--- src/rtl/mem_writer_if.sv ---
// Element-pair input stream for mem_writer: valid/ready handshake carrying
// one element for mem1 (data_a) and one for mem2 (data_b).
interface mem_writer_if #(
   parameter int DATA_WIDTH = 8
);
   logic                  in_valid;
   logic                  in_ready;
   logic [DATA_WIDTH-1:0] data_a;
   logic [DATA_WIDTH-1:0] data_b;

   modport master (
      output in_valid,
      output data_a,
      output data_b,
      input  in_ready
   );

   modport slave (
      input  in_valid,
      input  data_a,
      input  data_b,
      output in_ready
   );
endinterface

--- src/rtl/mem_writer.sv ---
// Loads one vector pair into two memories: each accepted element pair is
// written to mem1/mem2 at its element index on the following cycle.
module mem_writer #(
   parameter int DATA_WIDTH   = 8,
   parameter int VECTOR_WIDTH = 4,
   parameter int ADDR_WIDTH   = 5
) (
   input  logic                  clk,
   input  logic                  rst,
   input  logic                  start_writing,
   mem_writer_if.slave           in_bus,
   output logic                  wr_en_mem1,
   output logic                  wr_en_mem2,
   output logic [ADDR_WIDTH-1:0] wr_addr_mem1,
   output logic [ADDR_WIDTH-1:0] wr_addr_mem2,
   output logic [DATA_WIDTH-1:0] wr_data_mem1,
   output logic [DATA_WIDTH-1:0] wr_data_mem2,
   output logic                  writing_done,
   output logic [2:0]            element_count
);

   localparam logic [1:0] IDLE  = 2'd0;
   localparam logic [1:0] WRITE = 2'd1;
   localparam logic [1:0] DONE  = 2'd2;

   localparam logic [2:0] LAST_IDX = 3'(VECTOR_WIDTH - 1);

   logic [1:0]            state_r;
   logic [1:0]            state_nxt_s;
   logic                  in_ready_r;
   logic                  wr_en_r;
   logic                  done_r;
   logic [2:0]            count_r;
   logic [ADDR_WIDTH-1:0] addr_r;
   logic [DATA_WIDTH-1:0] data_a_r;
   logic [DATA_WIDTH-1:0] data_b_r;
   logic                  accept_s;
   logic                  last_s;

   // Handshake decode: the final accept is the one at index VECTOR_WIDTH-1.
   always_comb begin
      accept_s = in_bus.in_valid & in_ready_r;
      if (accept_s && (count_r == LAST_IDX)) begin
         last_s = 1'b1;
      end else begin
         last_s = 1'b0;
      end
   end

   // Next-state logic; start requests outside IDLE are dropped, not queued.
   always_comb begin
      state_nxt_s = state_r;
      case (state_r)
         IDLE: begin
            if (start_writing) begin
               state_nxt_s = WRITE;
            end else begin
               state_nxt_s = IDLE;
            end
         end
         WRITE: begin
            if (last_s) begin
               state_nxt_s = DONE;
            end else begin
               state_nxt_s = WRITE;
            end
         end
         DONE:    state_nxt_s = IDLE;
         default: state_nxt_s = IDLE;
      endcase
   end

   // State, handshake and write-port registers.
   always_ff @(posedge clk) begin
      if (rst) begin
         state_r    <= IDLE;
         in_ready_r <= 1'b0;
         wr_en_r    <= 1'b0;
         done_r     <= 1'b0;
         count_r    <= 3'd0;
         addr_r     <= '0;
         data_a_r   <= '0;
         data_b_r   <= '0;
      end else begin
         state_r    <= state_nxt_s;
         in_ready_r <= (state_nxt_s == WRITE);
         wr_en_r    <= accept_s;
         // done lands on the same cycle as the final strobe
         done_r     <= last_s;
         if (accept_s) begin
            addr_r   <= ADDR_WIDTH'(count_r);
            data_a_r <= in_bus.data_a;
            data_b_r <= in_bus.data_b;
            count_r  <= count_r + 3'd1;
         end else if ((state_r == IDLE) && start_writing) begin
            count_r <= 3'd0;
         end else begin
            count_r <= count_r;
         end
      end
   end

   assign in_bus.in_ready = in_ready_r;
   assign wr_en_mem1      = wr_en_r;
   assign wr_en_mem2      = wr_en_r;
   assign wr_addr_mem1    = addr_r;
   assign wr_addr_mem2    = addr_r;
   assign wr_data_mem1    = data_a_r;
   assign wr_data_mem2    = data_b_r;
   assign writing_done    = done_r;
   assign element_count   = count_r;

endmodule

--- src/flat_wrapper.sv ---
// flat-port wrapper written by rule: the top's interface ports become plain ports
module mem_writer_flat 
#(
   parameter int DATA_WIDTH   = 8,
   parameter int VECTOR_WIDTH = 4,
   parameter int ADDR_WIDTH   = 5
)
  (clk, rst, start_writing, wr_en_mem1, wr_en_mem2, wr_addr_mem1, wr_addr_mem2, wr_data_mem1, wr_data_mem2, writing_done, element_count, in_bus_in_valid, in_bus_data_a, in_bus_data_b, in_bus_in_ready);
  mem_writer_if #(.DATA_WIDTH(DATA_WIDTH)) in_bus_i ();
  input  logic clk;
  input  logic rst;
  input  logic start_writing;
  output logic wr_en_mem1;
  output logic wr_en_mem2;
  output logic [ADDR_WIDTH-1:0] wr_addr_mem1;
  output logic [ADDR_WIDTH-1:0] wr_addr_mem2;
  output logic [DATA_WIDTH-1:0] wr_data_mem1;
  output logic [DATA_WIDTH-1:0] wr_data_mem2;
  output logic writing_done;
  output logic [2:0] element_count;
  input wire logic [$bits(in_bus_i.in_valid)-1:0] in_bus_in_valid;
  input wire logic [$bits(in_bus_i.data_a)-1:0] in_bus_data_a;
  input wire logic [$bits(in_bus_i.data_b)-1:0] in_bus_data_b;
  output wire logic [$bits(in_bus_i.in_ready)-1:0] in_bus_in_ready;
  assign in_bus_i.in_valid = in_bus_in_valid;
  assign in_bus_i.data_a = in_bus_data_a;
  assign in_bus_i.data_b = in_bus_data_b;
  assign in_bus_in_ready = in_bus_i.in_ready;
  mem_writer #(.DATA_WIDTH(DATA_WIDTH), .VECTOR_WIDTH(VECTOR_WIDTH), .ADDR_WIDTH(ADDR_WIDTH)) u_core (.clk(clk), .rst(rst), .start_writing(start_writing), .in_bus(in_bus_i), .wr_en_mem1(wr_en_mem1), .wr_en_mem2(wr_en_mem2), .wr_addr_mem1(wr_addr_mem1), .wr_addr_mem2(wr_addr_mem2), .wr_data_mem1(wr_data_mem1), .wr_data_mem2(wr_data_mem2), .writing_done(writing_done), .element_count(element_count));
endmodule
--- config.mk ---
export PLATFORM = sky130hd
export DESIGN_NAME = mem_writer_flat
export DESIGN_NICKNAME = d
export VERILOG_FILES = /design/src/rtl/mem_writer_if.sv /design/src/rtl/mem_writer.sv /design/src/flat_wrapper.sv
export SDC_FILE = /design/constraint.sdc
export NUM_CORES = 1
export LEC_CHECK = 0
export BUFFER_PORTS_ARGS = -buffer_cell sky130_fd_sc_hd__buf_2
export CAP_MARGIN = 20
export CORE_MARGIN = 1.5
export CORE_UTILIZATION = 34
export DETAILED_ROUTE_END_ITERATION = 10
export HOLD_SLACK_MARGIN = 0.15
export PLACE_DENSITY = 0.67
export SLEW_MARGIN = 20
export SYNTH_ARGS = -nofsm -noshare
export SYNTH_HDL_FRONTEND = slang
export SYNTH_SLANG_ARGS = --single-unit
--- constraint.sdc ---
create_clock -name clk -period 2.1 [get_ports clk]
set_input_delay 0.42 -clock clk [delete_from_list [all_inputs] [get_ports clk]]
set_output_delay 0.42 -clock clk [all_outputs]
set_load 0.02 [all_outputs]
# After elaboration in Yosys (flattened, before gate mapping)
# Index checks and enable logic that the tools add are counted.
[op_classes]
mux = 6
add_sub_neg = 1
bitwise = 1
n_reduce_logical = 4
eq_ne = 3
[op_table]
columns = ["cell", "count"]
rows = [
  ["$mux 3", 2],
  ["$eq 2x1->1 const B", 2],
  ["$pmux 2 s2", 1],
  ["$add 3x1->3 const B", 1],
  ["$eq 3x2->1 const B", 1],
  ["$logic_and 1x1->1", 2],
  ["$logic_not 2->1", 1],
  ["$mux 1", 2],
  ["$mux 2", 1],
  ["$reduce_bool 2->1", 1],
  ["$and 1x1->1", 1],
]
[totals]
input_bits = 20
output_inout_bits = 33
word_cells = 23
register_bits = 27

# Depth between registers and ports, before layout
[depth]
depth_word = 6
mapped_depth = 4
depth_no_buf = 4

# Worst setup path after synthesis
# Ideal clock, no wire load.
[synth_path]
path_type = "register to register"
start = "register u_core.count_r[0] (netlist: u_core.element_count[0])"
end = "register u_core.state_r[0]"
stages_incl_launch_ff = 5
synth_period_minus_slack_ns = 1.217
n_path_buf = 0
t_required_ns = 2.008
path_slack_ns = 0.883
setup_ns = 0.092
t_arrival_ns = 1.125
path_cell_list = "dfxtp_1 > ha_1 > ha_1 > and4_1 > nor4_1"
[synth_between]
elab_chain_len = 5
[synth_lines]
columns = ["item", "line_no", "source"]
rows = [
  ["from (decl)", "mem_writer.sv:33", "logic [2:0] count_r;"],
  ["from (signal assigned)", "mem_writer.sv:94", "count_r <= count_r + 3'd1;"],
  ["from (signal assigned)", "mem_writer.sv:98", "count_r <= count_r;"],
  ["$eq 3x2->1", "mem_writer.sv:43", "if (accept_s && (count_r == LAST_IDX)) begin"],
  ["$logic_and 1x1->1", "mem_writer.sv:43", ""],
  ["$mux 1", "mem_writer.sv:43", ""],
  ["$mux 2", "mem_writer.sv:62", "if (last_s) begin"],
  ["$pmux 2 s2", "mem_writer.sv:53", "case (state_r)"],
  ["to (signal assigned)", "mem_writer.sv:85", "state_r <= state_nxt_s;"],
  ["to (decl)", "mem_writer.sv:28", "logic [1:0] state_r;"],
]
# No other way between the ends.
# A chain may end at the register's enable or synchronous reset.

# Worst setup path after layout
[layout_path]
start = "register u_core.in_ready_r (netlist: u_core.in_bus.in_ready)"
end = "output port in_bus_in_ready"
[layout_lines]
columns = ["item", "line_no", "source"]
rows = [
  ["from (decl)", "mem_writer.sv:30", "logic in_ready_r;"],
  ["from (signal assigned)", "mem_writer.sv:86", "in_ready_r <= (state_nxt_s == WRITE);"],
  ["to (decl)", "flat_wrapper.sv:24", "output wire logic [$bits(in_bus_i.in_ready)-1:0] in_bus_in_ready;"],
]
# No word-level cell between the ends.

==> results.json <==
{
  "status": "complete, no violations",
  "power_density_nw_per_um2": 622,
  "finalHoldViolCount": 0,
  "crit_required_ns": 1.68,
  "clock-sinks": 27,
  "p_leak_nw": 0.662,
  "clock_path_buffers": 2,
  "via_count": 1009,
  "timing.hold.ws_ns": 0.345,
  "drc": 0,
  "end_kind": "output port",
  "path_class": "reg -> out",
  "hp-class": "in -> reg",
  "timing.fmax_mhz": 653,
  "fin_worst_skew_ns": 0.00262,
  "syn_avg_cell_area_sq_um": 9.69,
  "ys_warn_count": 0,
  "post-place-ws_ns": 0.706,
  "antenna_found_initial": 0,
  "routed_via_density": 4.83,
  "setup_tns_ns": 0,
  "multi_input_area_sq_um": 531,
  "layout_common_cells": "48 x buf_2, 27 x dfxtp_1, 19 x nand3_1, 19 x a21oi_1, 18 x a21bo_1",
  "core-area_sq_um": 3360,
  "fp-row-count": 21,
  "fillCellCount": 355,
  "pin_count": 53,
  "netlist_instances": 123,
  "crit_arrival_ns": 1.11,
  "syn2layout_area_growth_pct": 19.8,
  "antenna_left": 0,
  "drive_above_1_share_pct": 35.0,
  "drt_iter0_markers": 11,
  "track_usage_pct": 12.9,
  "firstDrtPassIters": 4,
  "ir_worst_vdd_uv": 276,
  "gp_congestion": 0.694,
  "rsz0062_at_grt": "no",
  "switching_power_mw": 0.233,
  "synth_seq_area_share_pct": 45.3,
  "holdBufCountCts": 0,
  "final-setup-viol-count": 0,
  "cts_tree": "yes",
  "die_w_um": 62.2,
  "min_period_ns": 1.53,
  "seqPwrFrac_pct": 60.7,
  "design_area_sq_um": 1430,
  "seq_area_sq_um": 541,
  "swShare_pct": 26.2,
  "synth.cell_area_sq_um": 1190,
  "dpl.hpwl_mm": 1.81,
  "cts-root-buf": "clkbuf_4",
  "routed_wl_mm": 2.50,
  "nets": 186,
  "synth-seq-cells": 27,
  "p_comb_share_pct": 15.4,
  "crit_fanout": 22,
  "cts_setup_buffers": 0,
  "cap_violations": 0,
  "wl_per_cell_um": 12.0,
  "fp.dieArea_sq_um": 3870,
  "grt_pass1_wl_mm": 4.22,
  "start_util_pct": 35.5,
  "p_clk_share_pct": 23.8,
  "diodes": 0,
  "grt_max_degree": 31,
  "first_global_vias": 966,
  "yosysUniqueCellTypes": 23,
  "period_share_pct": 73.0,
  "die_y_um": 62.2,
  "cts_resized": 0,
  "clock_latency_ns": 0.31,
  "grt_overflow": 0,
  "cp-start-kind": "flop",
  "clk_pin_slew_ns": 0.13,
  "p_int_mw": 0.656,
  "h-tree-depth": 1,
  "worst_slack_ns": 0.568,
  "dpl_cell_area_sq_um": 1400,
  "cts_buffers": 3,
  "final_common_cell": "buf_2",
  "drv_slew": 0,
  "portBuffers": 48,
  "power_mw": 0.889
}
[worst max-delay path: stages (launching register included)]
cell and delay, ns:
dfxtp_1 0.36, buf_4 0.24, buf_2 0.21
[power by group through the flow]
stage	Combinational, mW	Clock, mW	Sequential [mW]
floorplan	0.0803	0	0.571
global placement	0.134	0	0.551
detailed placement	0.139	0	0.551
CTS	0.139	0.224	0.540
global route	0.151	0.241	0.543
finish	0.137	0.212	0.540
[cell families after synthesis]
kind of cell | count (synthesis) | synth area share (%)
compound gates | 41 | 26.1
fa+ha+maj | 2 | 2.10
buf+inv | 21 | 11.1
flops | 27 | 45.3
other cells | 1 | 0.314
simple gates | 31 | 15.0
[registers in the layout (all words and copies together), names as in the netlist]
name and cells:
u_core.state_r 2, u_core.wr_en_mem1 1, u_core.writing_done 1, u_core.in_bus.in_ready 1
u_core.wr_data_mem1 8, u_core.wr_data_mem2 8, u_core.element_count 3, u_core.wr_addr_mem1 3
[metal layers]
layer,routed length [um],track usage (%),part of all wire [%]
met1,1120,16.5,45
met2,1230,22.0,49
met3,134,2.54,5.4
met4,16,3.61,0.64
met5,0,0,0
[path summary, 6_finish.rpt]
check	from	end	slack [ns]	depth (start not counted)
setup reg to reg	u_core.element_count[0]	u_core.in_bus.in_ready	0.78	4
hold / removal	in_bus_data_a[7]	u_core.wr_data_mem1[7]	0.35	3
setup / recovery	u_core.in_bus.in_ready	in_bus_in_ready	0.57	2
hold reg to reg	u_core.state_r[1]	u_core.state_r[0]	0.49	1
[cell type report]
type                    count  area share, %
flip-flops and latches     27           37.8
well taps                  46           4.03
multi-input cells          78           37.1
repair buffers             51           18.4
inverters                   3          0.788
clock buffers               4           1.84
[through the flow]
step	std cells	util (%)
global route	209	42.5
floorplan	126	-
CTS	209	42.5
finish	209	42.5
detailed placement	205	41.7
global placement	205	41.7
[Yosys cell counts]
| library cell | count | share of area, % |
|---|---|---|
| dfxtp_1 | 27 | 45 |
| a21oi_1 | 19 | 8.0 |
| nand3_1 | 19 | 8.0 |
| a21bo_1 | 18 | 15 |
| buf_4 | 11 | 6.9 |
| buf_2 | 4 | 1.7 |
| nand2b_1 | 3 | 1.6 |
| o32ai_1 | 3 | 2.2 |
| clkbuf_1 | 2 | 0.63 |
| ha_1 | 2 | 2.1 |
| inv_1 | 2 | 0.63 |
| nor4_1 | 2 | 1.0 |
| a21bo_2 | 1 | 0.84 |
| and2_1 | 1 | 0.52 |
| and2_4 | 1 | 0.73 |
| and4_1 | 1 | 0.73 |
| and4b_1 | 1 | 0.84 |
| buf_6 | 1 | 0.94 |
| conb_1 | 1 | 0.31 |
| inv_2 | 1 | 0.31 |
| nand3b_1 | 1 | 0.63 |
| nor2_1 | 1 | 0.31 |
| nor3b_1 | 1 | 0.63 |
Power figures use the tool's default switching activity.
